==> config.mk <==
export PLATFORM = sky130hd
export DESIGN_NAME = noc_output_arbiter
export DESIGN_NICKNAME = d
export VERILOG_FILES = /design/src/rtl/noc_output_arbiter.sv
export SDC_FILE = /design/constraint.sdc
export NUM_CORES = 1
export LEC_CHECK = 0
export CAP_MARGIN = 20
export CORE_MARGIN = 2
export CORE_UTILIZATION = 50
export CTS_CLUSTER_DIAMETER = 120
export DETAILED_ROUTE_END_ITERATION = 16
export PLACE_DENSITY = 0.84
export SYNTH_ARGS = -nofsm -noshare
export SYNTH_HDL_FRONTEND = slang
export SYNTH_SLANG_ARGS = --single-unit
==> constraint.sdc <==
create_clock -name clk -period 6.44 [get_ports clk]
set_clock_uncertainty 0.15 [all_clocks]
set_input_delay 1.288 -clock clk [delete_from_list [all_inputs] [get_ports clk]]
set_output_delay 1.288 -clock clk [all_outputs]
set_load 0.01 [all_outputs]
==> src/rtl/noc_output_arbiter.sv <==
// noc_output_arbiter: round-robin wormhole switch allocator for one router output.
// Grants are gated by, and consume, the credits of the downstream input buffer.
module noc_output_arbiter #(
    parameter int NUM_IN       = 5,
    parameter int CREDIT_DEPTH = 5,
    parameter int CNT_W        = 3,
    parameter int IDX_W        = 3
) (
    input  logic              clk,
    input  logic              reset,
    input  logic [NUM_IN-1:0] req_i,
    input  logic [NUM_IN-1:0] head_i,
    input  logic [NUM_IN-1:0] tail_i,
    input  logic              credit_ret_i,
    output logic [NUM_IN-1:0] grant_o,
    output logic              send_o,
    output logic              locked_o,
    output logic [IDX_W-1:0]  owner_o,
    output logic [CNT_W-1:0]  credit_cnt_o,
    output logic              credit_avail_o,
    output logic              err_o
);

    typedef enum logic {IDLE, LOCKED} state_t;

    state_t            state, state_next;
    logic [IDX_W-1:0]  rr_ptr, rr_ptr_next, owner_next;
    logic [CNT_W-1:0]  cnt_next;
    logic              err_next;
    logic [NUM_IN-1:0] eligible;
    logic              found;
    logic [IDX_W-1:0]  winner;
    logic [IDX_W:0]    cand_sum;
    logic [IDX_W-1:0]  cand;

    function automatic logic [IDX_W-1:0] wrap_inc(input logic [IDX_W-1:0] i);
        if (i == IDX_W'(NUM_IN - 1)) return '0;
        return i + IDX_W'(1);
    endfunction

    assign eligible       = req_i & head_i;
    assign credit_avail_o = (credit_cnt_o != '0);
    assign send_o         = |grant_o;
    assign locked_o       = (state == LOCKED);

    // Round-robin search: first eligible input at or after rr_ptr, wrapping at NUM_IN.
    always_comb begin
        found    = 1'b0;
        winner   = '0;
        cand_sum = '0;
        cand     = '0;
        for (int k = 0; k < NUM_IN; k++) begin
            cand_sum = {1'b0, rr_ptr} + (IDX_W+1)'(k);
            if (cand_sum >= (IDX_W+1)'(NUM_IN))
                cand_sum = cand_sum - (IDX_W+1)'(NUM_IN);
            cand = cand_sum[IDX_W-1:0];
            if (!found && eligible[cand]) begin
                found  = 1'b1;
                winner = cand;
            end
        end
    end

    always_comb begin
        grant_o     = '0;
        state_next  = state;
        rr_ptr_next = rr_ptr;
        owner_next  = owner_o;
        if (!reset) begin
            case (state)
                IDLE: begin
                    if (credit_avail_o && found) begin
                        grant_o[winner] = 1'b1;
                        if (tail_i[winner]) begin
                            rr_ptr_next = wrap_inc(winner);
                        end else begin
                            state_next = LOCKED;
                            owner_next = winner;
                        end
                    end
                end
                LOCKED: begin
                    if (req_i[owner_o] && credit_avail_o) begin
                        grant_o[owner_o] = 1'b1;
                        if (tail_i[owner_o]) begin
                            state_next  = IDLE;
                            rr_ptr_next = wrap_inc(owner_o);
                            owner_next  = '0;
                        end
                    end
                end
                default: state_next = IDLE;
            endcase
        end
    end

    // A return that would exceed the buffer depth saturates and flags a protocol error.
    always_comb begin
        cnt_next = credit_cnt_o;
        err_next = err_o;
        if (send_o && !credit_ret_i) begin
            cnt_next = credit_cnt_o - CNT_W'(1);
        end else if (!send_o && credit_ret_i) begin
            if (credit_cnt_o == CNT_W'(CREDIT_DEPTH))
                err_next = 1'b1;
            else
                cnt_next = credit_cnt_o + CNT_W'(1);
        end
    end

    always_ff @(posedge clk) begin
        if (reset) begin
            state        <= IDLE;
            rr_ptr       <= '0;
            owner_o      <= '0;
            credit_cnt_o <= CNT_W'(CREDIT_DEPTH);
            err_o        <= 1'b0;
        end else begin
            state        <= state_next;
            rr_ptr       <= rr_ptr_next;
            owner_o      <= owner_next;
            credit_cnt_o <= cnt_next;
            err_o        <= err_next;
        end
    end

endmodule

==> metrics.txt, run 1 <==
fin crit period=6120 ps; post-route ant nets=0; WL final=6180 um; register area=220 sq um; Row Count=24; max frequency=163 MHz; Routed WL per cell=16.8 um; Slew Limit Headroom=53.0%; vias in the first global route=2,128; Slew Viols, Final=0; Hold Crit Class=reg2reg; Layout area overhead=17.9%; post-synthesis cell type count=82; internal power=0.689 mW; CP cell instances=clkdlybuf4s50_1, nand2_1, or3_1, o22ai_1, mux2_4, a2111oi_2, o31ai_1, a21o_1, clkinv_4, or3_4, o21ai_2, nor3_1, nor2_1, clkdlybuf4s50_1; gr usage total=24.5%; switching part of the total power=54.2%; pwr/cell area=579 nW/um^2; number of enable flip-flop cells after synthesis=0; first drt pass iteration count=5; worst reg-to-reg setup slack=1060 ps; Multi-input gate area=1820 sq um; CTS resizes=0; post-DP HPWL=4790 um; TritonCTS buffer count=3; clock root cell=clkbuf_8; crit path max fanout=6; GR Util met2=44.5%; Least-Margin Pin Slew=702 ps; synth top area cells=dfxtp_1 10%, ha_1 8.0%, mux2i_1 4.5%; grt ovf=0; ys async rst share=0%; number of I/O port buffers=32; H-tree depth=1; Initial Utilization=51.3%; initial drt markers=156; Cells after Synth=289; Final GP Congestion=1.03; Vias/cell=6.48; Post-synth top flop=dfxtp_1; Die X=70.4 um; Leak Pwr=0.990 nW; clock buffer depth=2; Setup crit start kind=input pin; core outline area=4290 sq um; register area share after synthesis=9.99%; Via Count=2,385; drc violations=0; Final period util=95.1%; crit path DAT=4680 ps; I/O pin count=33; cell taking the most area after synthesis=dfxtp_1; global-route met3 utilization=1.59%; pin count of the biggest net entering global routing=25; Setup Fix Bufs, Post-CTS=0; diodes inserted=0; fraction of layout cells with a size suffix above 1=12.3%; syn_nets=323; NetSw=0.814 mW; slowest stage delay, CP=560 ps; crit end category=output pin; CP Data Required Time=5000 ps; antenna violations before repair=0; clock slew at reported path FFs=50 ps; Final Hold Viols=0; cell with the most instances on the worst path=clkdlybuf4s50_1; Chip Height=70.4 um; CTS Hold Bufs=0; WS Path Type=in2out; status=finished clean; top cell type's share of synthesized area=9.99%; Finish-stage setup viols=0; Max Cap Viol=0; Flop pwr share=8.5%; TNS Setup=0 ps; average size of a mapped cell=7.62 sq um; first-pass GRT wire length=9980 um; RSZ-0062 raised after global routing=false; CTS tree=built; slowest CP cell=clkdlybuf4s50_1; Synth Register Bits=11; proportion of power drawn by combinational gates=86.8%; Die ar.=4950 sq um; clk_lat worst skew=240 ps; CTS sink count=11; VDD IR-drop max=0.400 mV; yosys warns=0; clock power share=4.7%; Fin Hold WS=319 ps; GRT Max-Usage Layer=met2; M1 GR Usage=30.5%; fill count=404; synthesized area=2200 sq um; fin nets=351
## layer usage
metal	share of wire (%)	vias up
met1	41	1101
met5	0	-
met2	49	113
met4	2.4	0
met3	6.6	21
li1	-	1150
## power by group through the flow
stage	clock (mW)	sequential (mW)	combinational (mW)
after global placement	0	0.128	1.27
after floorplan	0	0.119	0.991
after detailed placement	0	0.127	1.29
after global routing	0.0740	0.131	1.42
final	0.0711	0.127	1.30
after CTS	0.0714	0.126	1.30
## cell families after synthesis
logic type / share of synthesized area, %
mux: 7.89
simple gates: 28.3
buf+inv: 7.33
flops: 9.99
xor+xnor: 1.99
fa+ha+maj: 9.77
compound gates: 34.7
## final timing paths
kind,from,end,depth (start not counted)
worst max-delay path,head_i[1],send_o,14
worst min register to register,err_o,err_o,2
worst min-delay path,err_o,err_o,2
worst max register to register,rr_ptr[2],credit_cnt_o[2],18
## cell usage in the layout, fill, tap and decap left out, types with 6 or more instances in the layout
master | netlist | final
mux2i_1 | 10 | 10
ha_1 | 14 | 14
clkdlybuf4s50_1 | 0 | 32
nor3_1 | 13 | 13
a21oi_1 | 17 | 17
nand2b_1 | 7 | 7
nor2_1 | 25 | 25
nor2b_1 | 6 | 6
inv_1 | 16 | 16
o21ai_0 | 13 | 13
or3_1 | 7 | 7
nand3_1 | 11 | 11
dfxtp_1 | 11 | 11
nand2_1 | 19 | 19
buf_4 | 2 | 6
## layout make-up
type | count | share of cell area (%)
multi-input combinational | 244 | 70.1
sequential | 11 | 8.48
inverter | 19 | 3.03
clock inverter | 1 | 0.193
timing repair buffer | 38 | 14.1
tap | 52 | 2.50
clock buffer | 3 | 1.59
## synthesized netlist by cell type, types with 4 or more instances
library cell,instances
a211oi_1,4
a21oi_1,17
a31oi_1,4
clkbuf_1,8
dfxtp_1,11
ha_1,14
inv_1,16
mux2i_1,10
nand2_1,19
nand2b_1,7
nand3_1,11
nor2_1,25
nor2b_1,6
nor3_1,13
nor3b_1,4
o211ai_1,5
o21ai_0,13
o22ai_1,4
or3_1,7
## through the flow
step           power [mW]  area (sq um)  setup WS, ps  std cells  util (%)
3_5_place_dp         1.41          2550           369        364      59.4
6_report             1.50          2600           318        368      60.5
4_1_cts              1.49          2600           355        368      60.5
2_1_floorplan        1.11          2200          1270        289         -
3_3_place_gp         1.40          2550           448        364      59.4
5_1_grt              1.63          2600           130        368      60.5
## worst max-delay path: cells and delay by family
| family | cells | cell delay (ps) |
|---|---|---|
| buffers and inverters | 3 | 1190 |
| and+or+nand+nor | 5 | 1190 |
| muxes | 1 | 220 |
| AOI/OAI and AO/OA | 5 | 780 |
## registers in the layout (all words and copies together) (netlist names)
| register | flops |
|---|---|
| credit_cnt_o | 3 |
| err_o | 1 |
| rr_ptr | 3 |
| locked_o | 1 |
| owner_o | 3 |
(Power assumes the default switching activity.)
==> inputs of run 2 (changes only) <==
--- a/config.mk
+++ b/config.mk
@@ -5,7 +5,7 @@
 export SDC_FILE = /design/constraint.sdc
 export NUM_CORES = 1
 export LEC_CHECK = 0
-export CAP_MARGIN = 20
+export CAP_MARGIN = 5
 export CORE_MARGIN = 2
 export CORE_UTILIZATION = 50
 export CTS_CLUSTER_DIAMETER = 120
==> constraint.sdc (replaced) <==
create_clock -name clk -period 6.44 [get_ports clk]
set_clock_uncertainty 0.15 [all_clocks]
set_input_delay 1.288 -clock clk [delete_from_list [all_inputs] [get_ports clk]]
set_output_delay 1.288 -clock clk [all_outputs]
set_load 0.005 [all_outputs]
==> metrics.txt, run 2 (same netlist as run 1, synthesis figures left out) <==
status=finished clean; pin count of the biggest net entering global routing=25 (unchanged); Via Count=2,358 (-1.1%); final setup margin=377 ps (+59.5 ps); VDD IR-drop max=0.346 mV (-13%); Critical path origin=req_i[1]; fin crit period=6060 ps (-59.5 ps); most frequent cells in the layout=32 x clkdlybuf4s50_1, 25 x nor2_1, 19 x nand2_1; Largest delay share family, worst path=simple AND/OR/NAND/NOR gates; WS Path Type=in2out; Final GP Congestion=1.03 (about the same); worst reg2reg path depth=18 (unchanged); biggest regs=credit_cnt_o (3), owner_o (3), rr_ptr (3); Row Count=24 (unchanged); first-pass GRT wire length=10,100 um (+1.3%); fraction of layout cells with a size suffix above 1=12.1% (-0.28 points); initial drt markers=164 (+5.1%); Worst Hold End=err_o; drc violations=0 (unchanged); max frequency=165 MHz (+0.98%); commonest non-fill, non-tap cell in the layout=clkdlybuf4s50_1; clk_lat worst skew=240 ps (about the same); cell with the most instances on the worst path=clkdlybuf4s50_1; antenna violations before repair=0 (unchanged); CP Data Required Time=5000 ps (about the same); Hold Crit Class=reg2reg; CTS Hold Bufs=0 (unchanged); hold_sp=err_o; CP cell instances=clkdlybuf4s50_1, nand2_1, or3_1, o22ai_1, mux2_4, a2111oi_2, o31ai_1, a21o_1, clkinv_4, or3_4, o21ai_2, nor3_1, nor2_1, clkdlybuf4s50_1; slowest stage delay, CP=530 ps (-30 ps); WL final=6150 um (-0.47%); gr usage total=25.0% (+0.44 points); clock slew at reported path FFs=50 ps (about the same); fill count=409 (+1.2%); Least-Margin Pin Slew=710 ps (+7.57 ps); reg-to-reg endpoint=credit_cnt_o[2]; Final Hold Viols=0 (unchanged); Setup Fix Bufs, Post-CTS=0 (unchanged); Leak Pwr=0.985 nW (-0.51%); fin nets=350 (-0.28%); vias in the first global route=2,179 (+2.4%); Initial Utilization=51.3% (unchanged); crit path max fanout=6 (unchanged); diodes inserted=0 (unchanged); Routed WL per cell=16.8 um (-0.20%); Vias/cell=6.43 (-0.86%); crit end category=output pin; Final period util=94.1% (-0.92 points); worst reg-to-reg setup slack=960 ps (-100 ps); TNS Setup=0 ps (unchanged); RSZ-0062 raised after global routing=false; FF-to-FF Start=rr_ptr[2]; CP Depth=14 (unchanged); worst path bufs/invs=3 (unchanged); Setup crit start kind=input pin; Finish-stage setup viols=0 (unchanged); CTS sink count=11 (unchanged); Slew Limit Headroom=52.5% (-0.51 points); post-placement setup slack=406 ps (+37.1 ps); slowest CP cell=clkdlybuf4s50_1; core outline area=4290 sq um (unchanged); grt ovf=0 (unchanged); Layout area overhead=17.5%; Chip Height=70.4 um (unchanged); Die ar.=4950 sq um (unchanged); post-DP HPWL=4770 um (-0.39%); I/O pin count=33 (unchanged); post-route ant nets=0 (unchanged); clock buffer depth=2 (unchanged); crit path DAT=4620 ps (-60 ps); Hold Path Stages=2 (unchanged); Max Cap Viol=0 (unchanged); first drt pass iteration count=5 (unchanged); Slew Viols, Final=0 (unchanged); Die X=70.4 um (unchanged); pwr/cell area=570 nW/um^2 (-1.4%); clock root cell=clkbuf_8; CTS resizes=0 (unchanged); number of I/O port buffers=32 (unchanged); TritonCTS buffer count=3 (unchanged); CTS tree=built; H-tree depth=1 (unchanged)
==> run 2: cell types whose count changed in the layout (fill, tap and decap cells not counted) <==
cell   previous run  this run
buf_4             6         5
==> run 2: tightest hold or removal path: stages, from the launching register on <==
cell,delay [ps]
dfxtp_1,340
a21oi_1,50
nor2_1,70
==> run 2: metal layers <==
| layer | routed length [um] | vias up | global-route usage [%] |
|---|---|---|---|
| li1 | - | 1150 | - |
| met1 | 2580 | 1097 | 31.7 |
| met2 | 3070 | 97 | 43.9 |
| met3 | 382 | 14 | 1.30 |
| met4 | 118 | 0 | 9.62 |
| met5 | 0 | - | 0 |
==> run 2: cell type report <==
type | instances | area [sq um] | area share (%)
timing repair buffer | 37 | 358 | 13.8
inverter | 19 | 78.8 | 3.04
multi-input combinational | 244 | 1820 | 70.3
sequential | 11 | 220 | 8.50
tap | 52 | 65.1 | 2.51
clock buffer | 3 | 41.3 | 1.59
clock inverter | 1 | 5.00 | 0.193
==> run 2: worst max-delay path by stage <==
stage | end | slack (ps)
after detailed placement | send_o | 410
after global routing | send_o | 70
final | send_o | 380
after floorplan | credit_cnt_o[2] | 1360
after global placement | send_o | 480
after CTS | send_o | 380
==> run 2: through the flow <==
stage	instance area (sq um)	util (%)	instances	hold WS (ps)	total power, mW
floorplan	2200	-	289	310	1.09
global placement	2540	59.2	363	308	1.38
detailed placement	2540	59.2	363	330	1.39
CTS	2590	60.3	367	347	1.47
global route	2590	60.3	367	366	1.62
finish	2590	60.3	367	354	1.48
==> run 2: power breakdown <==
group / leakage [nW] / switching (mW) / internal (mW) / total, mW
clock network: 0.0255 / 0.0283 / 0.0427 / 0.0710
logic: 0.869 / 0.728 / 0.550 / 1.28
registers: 0.0902 / 0.0373 / 0.0908 / 0.128
==> inputs of run 3 (changes only) <==
--- a/config.mk
+++ b/config.mk
@@ -6,11 +6,13 @@
 export NUM_CORES = 1
 export LEC_CHECK = 0
 export CAP_MARGIN = 5
+export CELL_PAD_IN_SITES_DETAIL_PLACEMENT = 1
+export CELL_PAD_IN_SITES_GLOBAL_PLACEMENT = 1
 export CORE_MARGIN = 2
-export CORE_UTILIZATION = 50
+export CORE_UTILIZATION = 41
 export CTS_CLUSTER_DIAMETER = 120
 export DETAILED_ROUTE_END_ITERATION = 16
-export PLACE_DENSITY = 0.84
+export PLACE_DENSITY = 0.91
 export SYNTH_ARGS = -nofsm -noshare
 export SYNTH_HDL_FRONTEND = slang
 export SYNTH_SLANG_ARGS = --single-unit
==> metrics.txt, run 3 (same netlist as run 1, synthesis figures left out) <==
initial drt markers=129 (-21%); VDD IR-drop max=0.329 mV (-5.0%); WL final=7540 um (+23%); Via Count=2,414 (+2.4%); clock slew at reported path FFs=50 ps (about the same); Routed WL per cell=19.6 um (+17%); first-pass GRT wire length=12,300 um (+21%); diodes inserted=0 (unchanged); WS Path Type=in2out; CTS resizes=0 (unchanged); number of I/O port buffers=32 (unchanged); fin nets=350 (unchanged); I/O pin count=33 (unchanged); TritonCTS buffer count=3 (unchanged); vias in the first global route=2,487 (+14%); H-tree depth=1 (unchanged); Max Cap Viol=0 (unchanged); status=finished clean; Final Hold Viols=0 (unchanged); slowest CP cell=clkdlybuf4s50_1; Die ar.=5980 sq um (+21%); CTS sink count=11 (unchanged); clock root cell=clkbuf_8; GRT Max-Usage Layer=met2; Chip Height=77.3 um (+9.8%); crit path max fanout=6 (unchanged); crit path DAT=4740 ps (+120 ps); post-layout util=50.8% (-9.5 points); clk_lat worst skew=250 ps (about the same); Layout area overhead=18.5%; power after layout=1.55 mW (+4.6%); Vias/cell=6.27 (-2.4%); max frequency=162 MHz (-1.8%); Slew Limit Headroom=43.5% (-9.0 points); post-route ant nets=0 (unchanged); most frequent cells in the layout=32 x clkdlybuf4s50_1, 25 x nor2_1, 19 x nand2_1; Finish-stage setup viols=0 (unchanged); biggest regs=credit_cnt_o (3), owner_o (3), rr_ptr (3); CTS Hold Bufs=0 (unchanged); fin crit period=6170 ps (+110 ps); drc violations=0 (unchanged); Final GP Congestion=0.942 (-8.3%); Largest delay share family, worst path=simple AND/OR/NAND/NOR gates; core outline area=5140 sq um (+20%); CP cell instances=clkdlybuf4s50_1, nand2_1, o21ai_0, mux2i_1, a21o_2, and4_1, a31oi_1, nand2_1, or3_4, o21ai_2, nor3_1, nor2_1, clkdlybuf4s50_1; Final period util=95.9% (+1.7 points); post-DP HPWL=5830 um (+22%); commonest non-fill, non-tap cell in the layout=clkdlybuf4s50_1; Setup crit start kind=input pin; fill count=680 (+66%); Least-Margin Pin Slew=838 ps (+128 ps); CP Data Required Time=5000 ps (about the same); gr usage total=25.2% (+0.29 points); CTS tree=built; Fin Hold WS=369 ps (+14.5 ps); Initial Utilization=42.9% (-8.4 points); M1 GR Usage=31.4% (-0.34 points); TNS Setup=0 ps (unchanged); slowest stage delay, CP=540 ps (about the same); antenna violations before repair=0 (unchanged); Die X=77.3 um (+9.8%); pin count of the biggest net entering global routing=25 (unchanged); first drt pass iteration count=4 (-1); global-route met3 utilization=0.941% (-0.36 points); clock buffer depth=2 (unchanged); Row Count=26 (+8.3%); grt ovf=0 (unchanged); Slew Viols, Final=0 (unchanged); Setup Fix Bufs, Post-CTS=0 (unchanged); worst path bufs/invs=2 (-1); pwr/cell area=592 nW/um^2 (+3.8%); fraction of layout cells with a size suffix above 1=11.7% (-0.32 points); GR Util met2=46.2% (+2.3 points); crit end category=output pin; Leak Pwr=0.982 nW (-0.28%); Hold Crit Class=reg2reg; RSZ-0062 raised after global routing=false
==> run 3: tightest hold or removal path, delay by kind of cell, from the launching register on <==
| kind | cells | cell delay (ps) |
|---|---|---|
| DFF | 1 | 350 |
| and+or+nand+nor | 1 | 80 |
| AOI/OAI and AO/OA | 1 | 60 |
==> run 3: per-layer routing <==
layer	vias up	wire length, um
met4	0	202
met3	17	231
met5	-	0
met2	69	3890
li1	1148	-
met1	1180	3220
==> run 3: stage by stage <==
stage	setup WS (ps)	instances	area, sq um
after floorplan	1360	289	2200
after global placement	459	381	2570
after detailed placement	326	381	2570
after CTS	299	385	2610
after global routing	35.3	385	2610
final	267	385	2610
==> run 3: worst paths after layout <==
path | startpoint | end | slack [ps] | cells past startpoint
worst max-delay path | req_i[2] | send_o | 270 | 13
worst min register to register | err_o | err_o | 370 | 2
worst min-delay path | err_o | err_o | 370 | 2
worst max register to register | rr_ptr[2] | credit_cnt_o[2] | 810 | 18
==> run 3: layout make-up <==
cell class	instances	area [sq um]	area share (%)
clock buffers	4	45.0	1.72
inverters	19	78.8	3.02
multi-input cells	244	1820	69.8
flip-flops and latches	11	220	8.43
well taps	70	87.6	3.35
repair buffers	37	358	13.7
==> run 3: where the power goes <==
part / internal, mW / leakage (nW) / switching, mW
logic: 0.552 / 0.869 / 0.786
registers: 0.0908 / 0.0902 / 0.0440
clock network: 0.0437 / 0.0228 / 0.0288
total: 0.687 / 0.982 / 0.858
